<file path="src/rtl/cv32e40p_rvfi_trace_sched.sv">
// RVFI retirement FIFO that drains trace records over valid/ready, splitting dual-writeback
// instructions into one record per written register. Optional cycle stamp: CV32E40P_RVFI_TRACE_CYCLE_EN.
module cv32e40p_rvfi_trace_sched #(
    parameter int unsigned DEPTH = 4,
    parameter int unsigned CNT_W = 16
) (
    input  logic             clk_i,
    input  logic             rst_ni,
    input  logic             rvfi_valid,
    input  logic [31:0]      rvfi_pc_rdata,
    input  logic [31:0]      rvfi_insn,
    input  logic [4:0]       rvfi_rd_addr0,
    input  logic [31:0]      rvfi_rd_wdata0,
    input  logic [4:0]       rvfi_rd_addr1,
    input  logic [31:0]      rvfi_rd_wdata1,
    output logic             trc_valid_o,
    input  logic             trc_ready_i,
    output logic [31:0]      trc_pc_o,
    output logic [31:0]      trc_insn_o,
    output logic [4:0]       trc_rd_addr_o,
    output logic [31:0]      trc_rd_wdata_o,
    output logic             trc_last_o,
`ifdef CV32E40P_RVFI_TRACE_CYCLE_EN
    output logic [31:0]      trc_cycle_o,
`endif
    output logic             full_o,
    output logic [CNT_W-1:0] retire_cnt_o,
    output logic [CNT_W-1:0] drop_cnt_o
);

    localparam int unsigned AW = $clog2(DEPTH);
    localparam logic [AW:0] PtrOne = (AW+1)'(1);
    localparam logic [CNT_W-1:0] CntOne = CNT_W'(1);

    typedef enum logic [1:0] {StIdle, StEmit0, StEmit1} state_e;

    state_e           state_q, state_d;
    logic [AW:0]      wptr_q, wptr_d, rptr_q, rptr_d;
    logic [CNT_W-1:0] retire_cnt_q, retire_cnt_d, drop_cnt_q, drop_cnt_d;

    logic [31:0] pc_mem     [DEPTH];
    logic [31:0] insn_mem   [DEPTH];
    logic [4:0]  addr0_mem  [DEPTH];
    logic [31:0] wdata0_mem [DEPTH];
    logic [4:0]  addr1_mem  [DEPTH];
    logic [31:0] wdata1_mem [DEPTH];

`ifdef CV32E40P_RVFI_TRACE_CYCLE_EN
    logic [31:0] cycle_q, cycle_d;
    logic [31:0] cycle_mem [DEPTH];
`endif

    logic [AW-1:0] waddr, raddr;
    logic          empty, full, push, pop, hs, need_two, remain;

    assign waddr    = wptr_q[AW-1:0];
    assign raddr    = rptr_q[AW-1:0];
    assign empty    = (wptr_q == rptr_q);
    assign full     = (wptr_q[AW] != rptr_q[AW]) && (waddr == raddr);
    // A full FIFO rejects the push even when the head pops in the same cycle.
    assign push     = rvfi_valid && !full;
    assign hs       = trc_valid_o && trc_ready_i;
    assign need_two = (addr1_mem[raddr] != 5'd0) && (addr1_mem[raddr] != addr0_mem[raddr]);
    assign pop      = hs && ((state_q == StEmit1) || !need_two);
    // Only entries already registered count; a same-edge push is seen from IDLE next cycle.
    assign remain   = ((rptr_q + PtrOne) != wptr_q);

    always_comb begin
        wptr_d       = push ? (wptr_q + PtrOne) : wptr_q;
        rptr_d       = pop ? (rptr_q + PtrOne) : rptr_q;
        retire_cnt_d = (push && (retire_cnt_q != '1)) ? (retire_cnt_q + CntOne) : retire_cnt_q;
        drop_cnt_d   = (rvfi_valid && full && (drop_cnt_q != '1)) ? (drop_cnt_q + CntOne)
                                                                   : drop_cnt_q;
        state_d      = state_q;
        case (state_q)
            StIdle:  if (!empty) state_d = StEmit0;
            StEmit0: if (trc_ready_i) begin
                if (need_two)    state_d = StEmit1;
                else if (remain) state_d = StEmit0;
                else             state_d = StIdle;
            end
            StEmit1: if (trc_ready_i) state_d = remain ? StEmit0 : StIdle;
            default: state_d = StIdle;
        endcase
    end

`ifdef CV32E40P_RVFI_TRACE_CYCLE_EN
    assign cycle_d = cycle_q + 32'd1;
`endif

    always_ff @(posedge clk_i or negedge rst_ni) begin
        if (!rst_ni) begin
            state_q      <= StIdle;
            wptr_q       <= '0;
            rptr_q       <= '0;
            retire_cnt_q <= '0;
            drop_cnt_q   <= '0;
`ifdef CV32E40P_RVFI_TRACE_CYCLE_EN
            cycle_q      <= '0;
`endif
        end else begin
            state_q      <= state_d;
            wptr_q       <= wptr_d;
            rptr_q       <= rptr_d;
            retire_cnt_q <= retire_cnt_d;
            drop_cnt_q   <= drop_cnt_d;
`ifdef CV32E40P_RVFI_TRACE_CYCLE_EN
            cycle_q      <= cycle_d;
`endif
        end
    end

    always_ff @(posedge clk_i) begin
        if (push) begin
            pc_mem[waddr]     <= rvfi_pc_rdata;
            insn_mem[waddr]   <= rvfi_insn;
            addr0_mem[waddr]  <= rvfi_rd_addr0;
            wdata0_mem[waddr] <= rvfi_rd_wdata0;
            addr1_mem[waddr]  <= rvfi_rd_addr1;
            wdata1_mem[waddr] <= rvfi_rd_wdata1;
`ifdef CV32E40P_RVFI_TRACE_CYCLE_EN
            cycle_mem[waddr]  <= cycle_q;
`endif
        end
    end

    assign trc_valid_o = (state_q != StIdle);

    always_comb begin
        trc_pc_o       = '0;
        trc_insn_o     = '0;
        trc_rd_addr_o  = '0;
        trc_rd_wdata_o = '0;
        trc_last_o     = 1'b0;
`ifdef CV32E40P_RVFI_TRACE_CYCLE_EN
        trc_cycle_o    = '0;
`endif
        if (trc_valid_o) begin
            trc_pc_o   = pc_mem[raddr];
            trc_insn_o = insn_mem[raddr];
`ifdef CV32E40P_RVFI_TRACE_CYCLE_EN
            trc_cycle_o = cycle_mem[raddr];
`endif
            if (state_q == StEmit1) begin
                trc_rd_addr_o  = addr1_mem[raddr];
                trc_rd_wdata_o = wdata1_mem[raddr];
                trc_last_o     = 1'b1;
            end else begin
                trc_rd_addr_o  = addr0_mem[raddr];
                trc_rd_wdata_o = wdata0_mem[raddr];
                trc_last_o     = !need_two;
            end
        end
    end

    assign full_o       = full;
    assign retire_cnt_o = retire_cnt_q;
    assign drop_cnt_o   = drop_cnt_q;

endmodule

</file>
<file path="config.mk">
export PLATFORM = sky130hd
export DESIGN_NAME = cv32e40p_rvfi_trace_sched
export DESIGN_NICKNAME = d
export VERILOG_FILES = /design/src/rtl/cv32e40p_rvfi_trace_sched.sv
export SDC_FILE = /design/constraint.sdc
export NUM_CORES = 1
export LEC_CHECK = 0
export CORE_MARGIN = 2
export CORE_UTILIZATION = 60
export DETAILED_ROUTE_END_ITERATION = 12
export PLACE_DENSITY = 0.93
export SYNTH_ARGS = -nofsm -noshare
export SYNTH_HDL_FRONTEND = slang
export SYNTH_SLANG_ARGS = --single-unit
</file>
<file path="constraint.sdc">
create_clock -name clk_i -period 12.6 [get_ports clk_i]
set_input_delay 2.52 -clock clk_i [delete_from_list [all_inputs] [get_ports clk_i]]
set_output_delay 2.52 -clock clk_i [all_outputs]
set_load 0.02 [all_outputs]
</file>
# After elaboration in Yosys (flattened, before gate mapping)
# Memory sizes are Yosys's and may differ from the RTL's.
# Index checks and enable logic that the tools add are counted.
# word_totals
mem_bits_ro	0
mem_bits_rw	552
out_inout_bits	136
n_memories	6
register_bits	40
wordCells	58
latchBits	0
input_bits	142
# op_classes
bitwise_logic	0
muxes	16
n_reduce_logical	15
addsub	4
shifts	0
mul	0
eq_ne	12
div_mod_pow	0
n_lt_le_gt_ge	0
# memory_table
name	words	word_bits	rd	rd_clocked_by_memory_dff	write_ports	line_no	source
insn_mem	4	32	1	0	1	42	logic [31:0] insn_mem [DEPTH];
pc_mem	4	32	1	0	1	41	logic [31:0] pc_mem [DEPTH];
wdata0_mem	4	32	1	0	1	44	logic [31:0] wdata0_mem [DEPTH];
wdata1_mem	4	32	1	0	1	46	logic [31:0] wdata1_mem [DEPTH];
addr0_mem	4	5	1	0	1	43	logic [4:0] addr0_mem [DEPTH];
addr1_mem	4	5	1	0	1	45	logic [4:0] addr1_mem [DEPTH];
# op_table
op	count
$mux 32	4
$add 16x1->16 const B	2
$ne 16x16->1 const B	2
$mux 5	2
$logic_and 1x1->1	8
$mux 2	4
$add 3x1->3 const B	2
$ne 2x2->1 const B	3
$pmux 2 s3	1
$mux 1	5
$ne 5x5->1	1
$reduce_bool 5->1	1
$eq 3x3->1	1
$ne 3x3->1	1
$reduce_and 3->1	1
$eq 2x1->1 const B	1
$eq 2x2->1	1
$eq 2x2->1 const B	1
$logic_not 1->1	2
$logic_not 2->1	1
$reduce_bool 2->1	1
$logic_or 1x1->1	1
$ne 1x1->1	1

# Depth between registers and ports, before layout
# depth
depth_word	6
mapped_depth	7
ltp_nobuf	6

# Worst setup path after synthesis
# No wires, ideal clock.
# synth_path
path_type	input to register
from	in rvfi_valid
to	mem addr0_mem[3][0], enable pin
slack_ns	5.907
setup_time_ns	0.515
stages	3
t_required_ns	12.085
n_path_buf	0
t_arrival_ns	6.178
path_cell_list	inv_1 a31oi_1 and2_1
# synth_via
elab_chain_len	3
# synth_lines
element	line_no	source
start, declared	9	input logic rvfi_valid,
$logic_and 1x1->1	61	assign push = rvfi_valid && !full;
$mux 1	114	if (push) begin
$mux 1 (implied by the code)	117	addr0_mem[waddr] <= rvfi_rd_addr0;
end, declared	43	
# No other way between the ends.

# Worst setup path in the final report
# layout_path
from	reg rptr_q[0]
to	out trc_rd_wdata_o[19]
# layout_via
elab_chain_len	3
elab_cells_between_ends	4
cone_classes	mux: 2; memory: 2
# layout_lines
element	line_no	source
start, declared	38	logic [AW:0] wptr_q, wptr_d, rptr_q, rptr_d;
start signal, assigned	104	rptr_q <= rptr_d;
$mem_v2 4x32, on equally long branches	n/a	
$mux 32 (*)	144	if (state_q == StEmit1) begin
$mux 32 (*)	138	if (trc_valid_o) begin
end, declared	21	output logic [31:0] trc_rd_wdata_o,
# Every way passes the cells marked *; elsewhere a longest branch is shown, timed or not.

==> impl_metrics.toml <==
[synth]
synthArstFlopShare = 0.0676
syn_avg_cell_area_um2 = 22.1
synth_edf_count = 552
synth_top_flop_cell = "edfxtp_1"
ys_types = 46
syn_inst = 1032
ys.warnings.count = 0
yosysSeqAreaShare = 0.772
syn_area_um2 = 22800
synth_seq_cells = 592
syn_nets = 1181

[critical_path]
endpoint_kind = "output port"
critical_path_class = "flop to output port"
start_kind = "flop"
cp.required_ns = 10.08
cp.arrival_ns = 4.28
crit_fanout = 49

[status]
outcome = "finished clean"

[sta]
setup_tns_ns = 0
max-slew-margin-rel = 0.260
timing.fmax_mhz = 147
finalSetupViolCount = 0
fin_worst_skew_ns = 0.0149
hold_viol = 0
worstMarginPinSlew_ns = 1.11
min_period_ns = 6.80
fin_crit_sh = 0.539
whs_ns = 0.501
drv_slew = 0
rsz0062_at_grt = "false"

[power]
combPwrFrac = 0.363
p_int_mw = 4.79
cellPowerDensity_nw_per_um2 = 252
max-vdd-ir-drop_mv = 0.199
sequentialPowerShare = 0.404
power_leakage_nw = 9.21
p_sw_frac = 0.318
netSwitchingPower_mw = 2.24
p_clk_frac = 0.232

[job]
maxCapViolCount = 0

[clocking]
postCtsHoldBufs = 0
clk_pin_slew_worst_paths_ns = 0.06
htree_num_levels = 2
clock-root-buffer = "clkbuf_16"
cts.sinks = 592
cts_resized = 0
clockBufferDepth = 3
postCtsSetupRepairBufs = 0
cts-buffers-inserted = 56
clock_latency_ns = 0.60
cts_tree = "yes"

[floorplanning]
ioPinCount = 278
die_w_um = 199
die_h_um = 199
rows = 71
coreArea_um2 = 37500
dieArea_um2 = 39500
initial_core_util = 0.607

[routing]
drt_drc_violations_left = 0
firstDrtPassIters = 5
wl_per_cell_um = 25.3
wl_um = 48000
drtIter0Drc = 800
detail_route.vias_per_cell = 5.99
drtAntennaViolNets = 0
vias = 11400

[cells_and_area]
area_delta_synth_final_pct = 22.3
final_util = 0.743
final_layout_size_suffix_gt1_frac = 0.180
final_cell_mix = "edfxtp_1 (552), clkdlybuf4s50_1 (276), mux4_2 (137), and2_1 (65), clkbuf_16 (56)"
fillCellCount = 2013
final_common_cell = "edfxtp_1"
final_nets = 1484

[global_route]
grt_usage = 0.248
first_global_vias = 11700
grt_antenna_before_repair = 9
grt_pass1_wl_um = 71200
grt_max_degree = 74
overflow = 0

[place]
io_buffers = 277
gp_congestion = 0.783
dpl.hpwl_um = 28300

[worst_hold_path]
hp-class = "flop to flop"
-- cell type report --
class	instances	area [um2]	share of cell area
antenna	4	10.0	0.000359
sequential	592	17600	0.632
clock buffer	66	1440	0.0517
inverter	10	37.5	0.00135
timing repair buffer	292	2880	0.103
tap	511	639	0.0230
multi-input combinational	383	4920	0.177
clock inverter	37	337	0.0121
-- stage by stage --
stage / power, mW / setup slack, ns / instances / area, um2
after global placement: 5.34 / 6.32 / 1788 / 26100
after CTS: 7.10 / 5.59 / 1891 / 27800
after floorplan: 4.47 / 5.91 / 1032 / 22800
final: 7.03 / 5.80 / 1895 / 27800
after detailed placement: 5.43 / 6.29 / 1788 / 26100
after global routing: 7.31 / 5.43 / 1893 / 27800
-- sequential cells by signal, indices dropped and copies added, names as in the netlist --
| name | flops |
|---|---|
| rptr_q | 3 |
| addr0_mem | 20 |
| addr1_mem | 20 |
| drop_cnt_o | 16 |
| wptr_q | 3 |
| wdata1_mem | 128 |
| state_q | 2 |
| pc_mem | 128 |
| retire_cnt_o | 16 |
| wdata0_mem | 128 |
| insn_mem | 128 |
-- final timing paths --
check / slack (ns) / end / start / cells past startpoint
max: 5.80 / trc_rd_wdata_o[19] / rptr_q[0] / 5
min: 0.50 / drop_cnt_o[8] / drop_cnt_o[8] / 1
max reg2reg: 6.90 / addr0_mem[1][2] / rptr_q[1] / 6
min reg2reg: 0.50 / drop_cnt_o[8] / drop_cnt_o[8] / 1
max in group asynchronous: 9.91 / rptr_q[0] / rst_ni / 1
min in group asynchronous: 2.05 / drop_cnt_o[15] / rst_ni / 1
-- cell usage after synthesis, types with 10 or more instances --
master    number  share of area
a22o_1        37          0.014
and2_1        69          0.019
buf_2         12         0.0026
clkbuf_1      24         0.0040
dfrtp_1       40          0.044
edfxtp_1     552           0.73
inv_1         10         0.0016
mux4_2       137           0.14
nand2_1       11         0.0018
nor2_1        12         0.0020
xnor2_1       23         0.0088
xor2_1        23         0.0088
-- worst max-delay path, cell delays in order, from the launching register on --
cell and delay (ns):
dfrtp_4 0.77, buf_4 0.54, buf_4 0.84, mux4_2 0.60
a22o_1 0.24, clkdlybuf4s50_1 0.61
-- per-layer routing --
| layer | vias up | GRT usage | part of all wire |
|---|---|---|---|
| met5 | - | 0 | 0.0015 |
| met4 | 10 | 0.0774 | 0.024 |
| met3 | 94 | 0.0619 | 0.082 |
| met2 | 463 | 0.420 | 0.52 |
| met1 | 5906 | 0.319 | 0.38 |
| li1 | 4882 | - | - |
-- power by group through the flow --
stage               Sequential [mW]  Clock [mW]  Combinational [mW]
floorplan                      2.83           0                1.64
CTS                            2.85        1.66                2.59
finish                         2.84        1.63                2.55
global placement               2.83           0                2.51
global route                   2.88        1.73                2.71
detailed placement             2.88           0                2.56
-- kinds of logic after synthesis --
group / count (synthesis) / synth area share
and+or+nand+nor: 135 / 0.0343
adders and majority gates: 7 / 0.00385
xor gates and xnor gates: 46 / 0.0177
buffers and inverters: 57 / 0.0129
AOI/OAI and AO/OA: 54 / 0.0209
muxes: 141 / 0.138
DFF: 592 / 0.772
(Power assumes the default switching activity.)
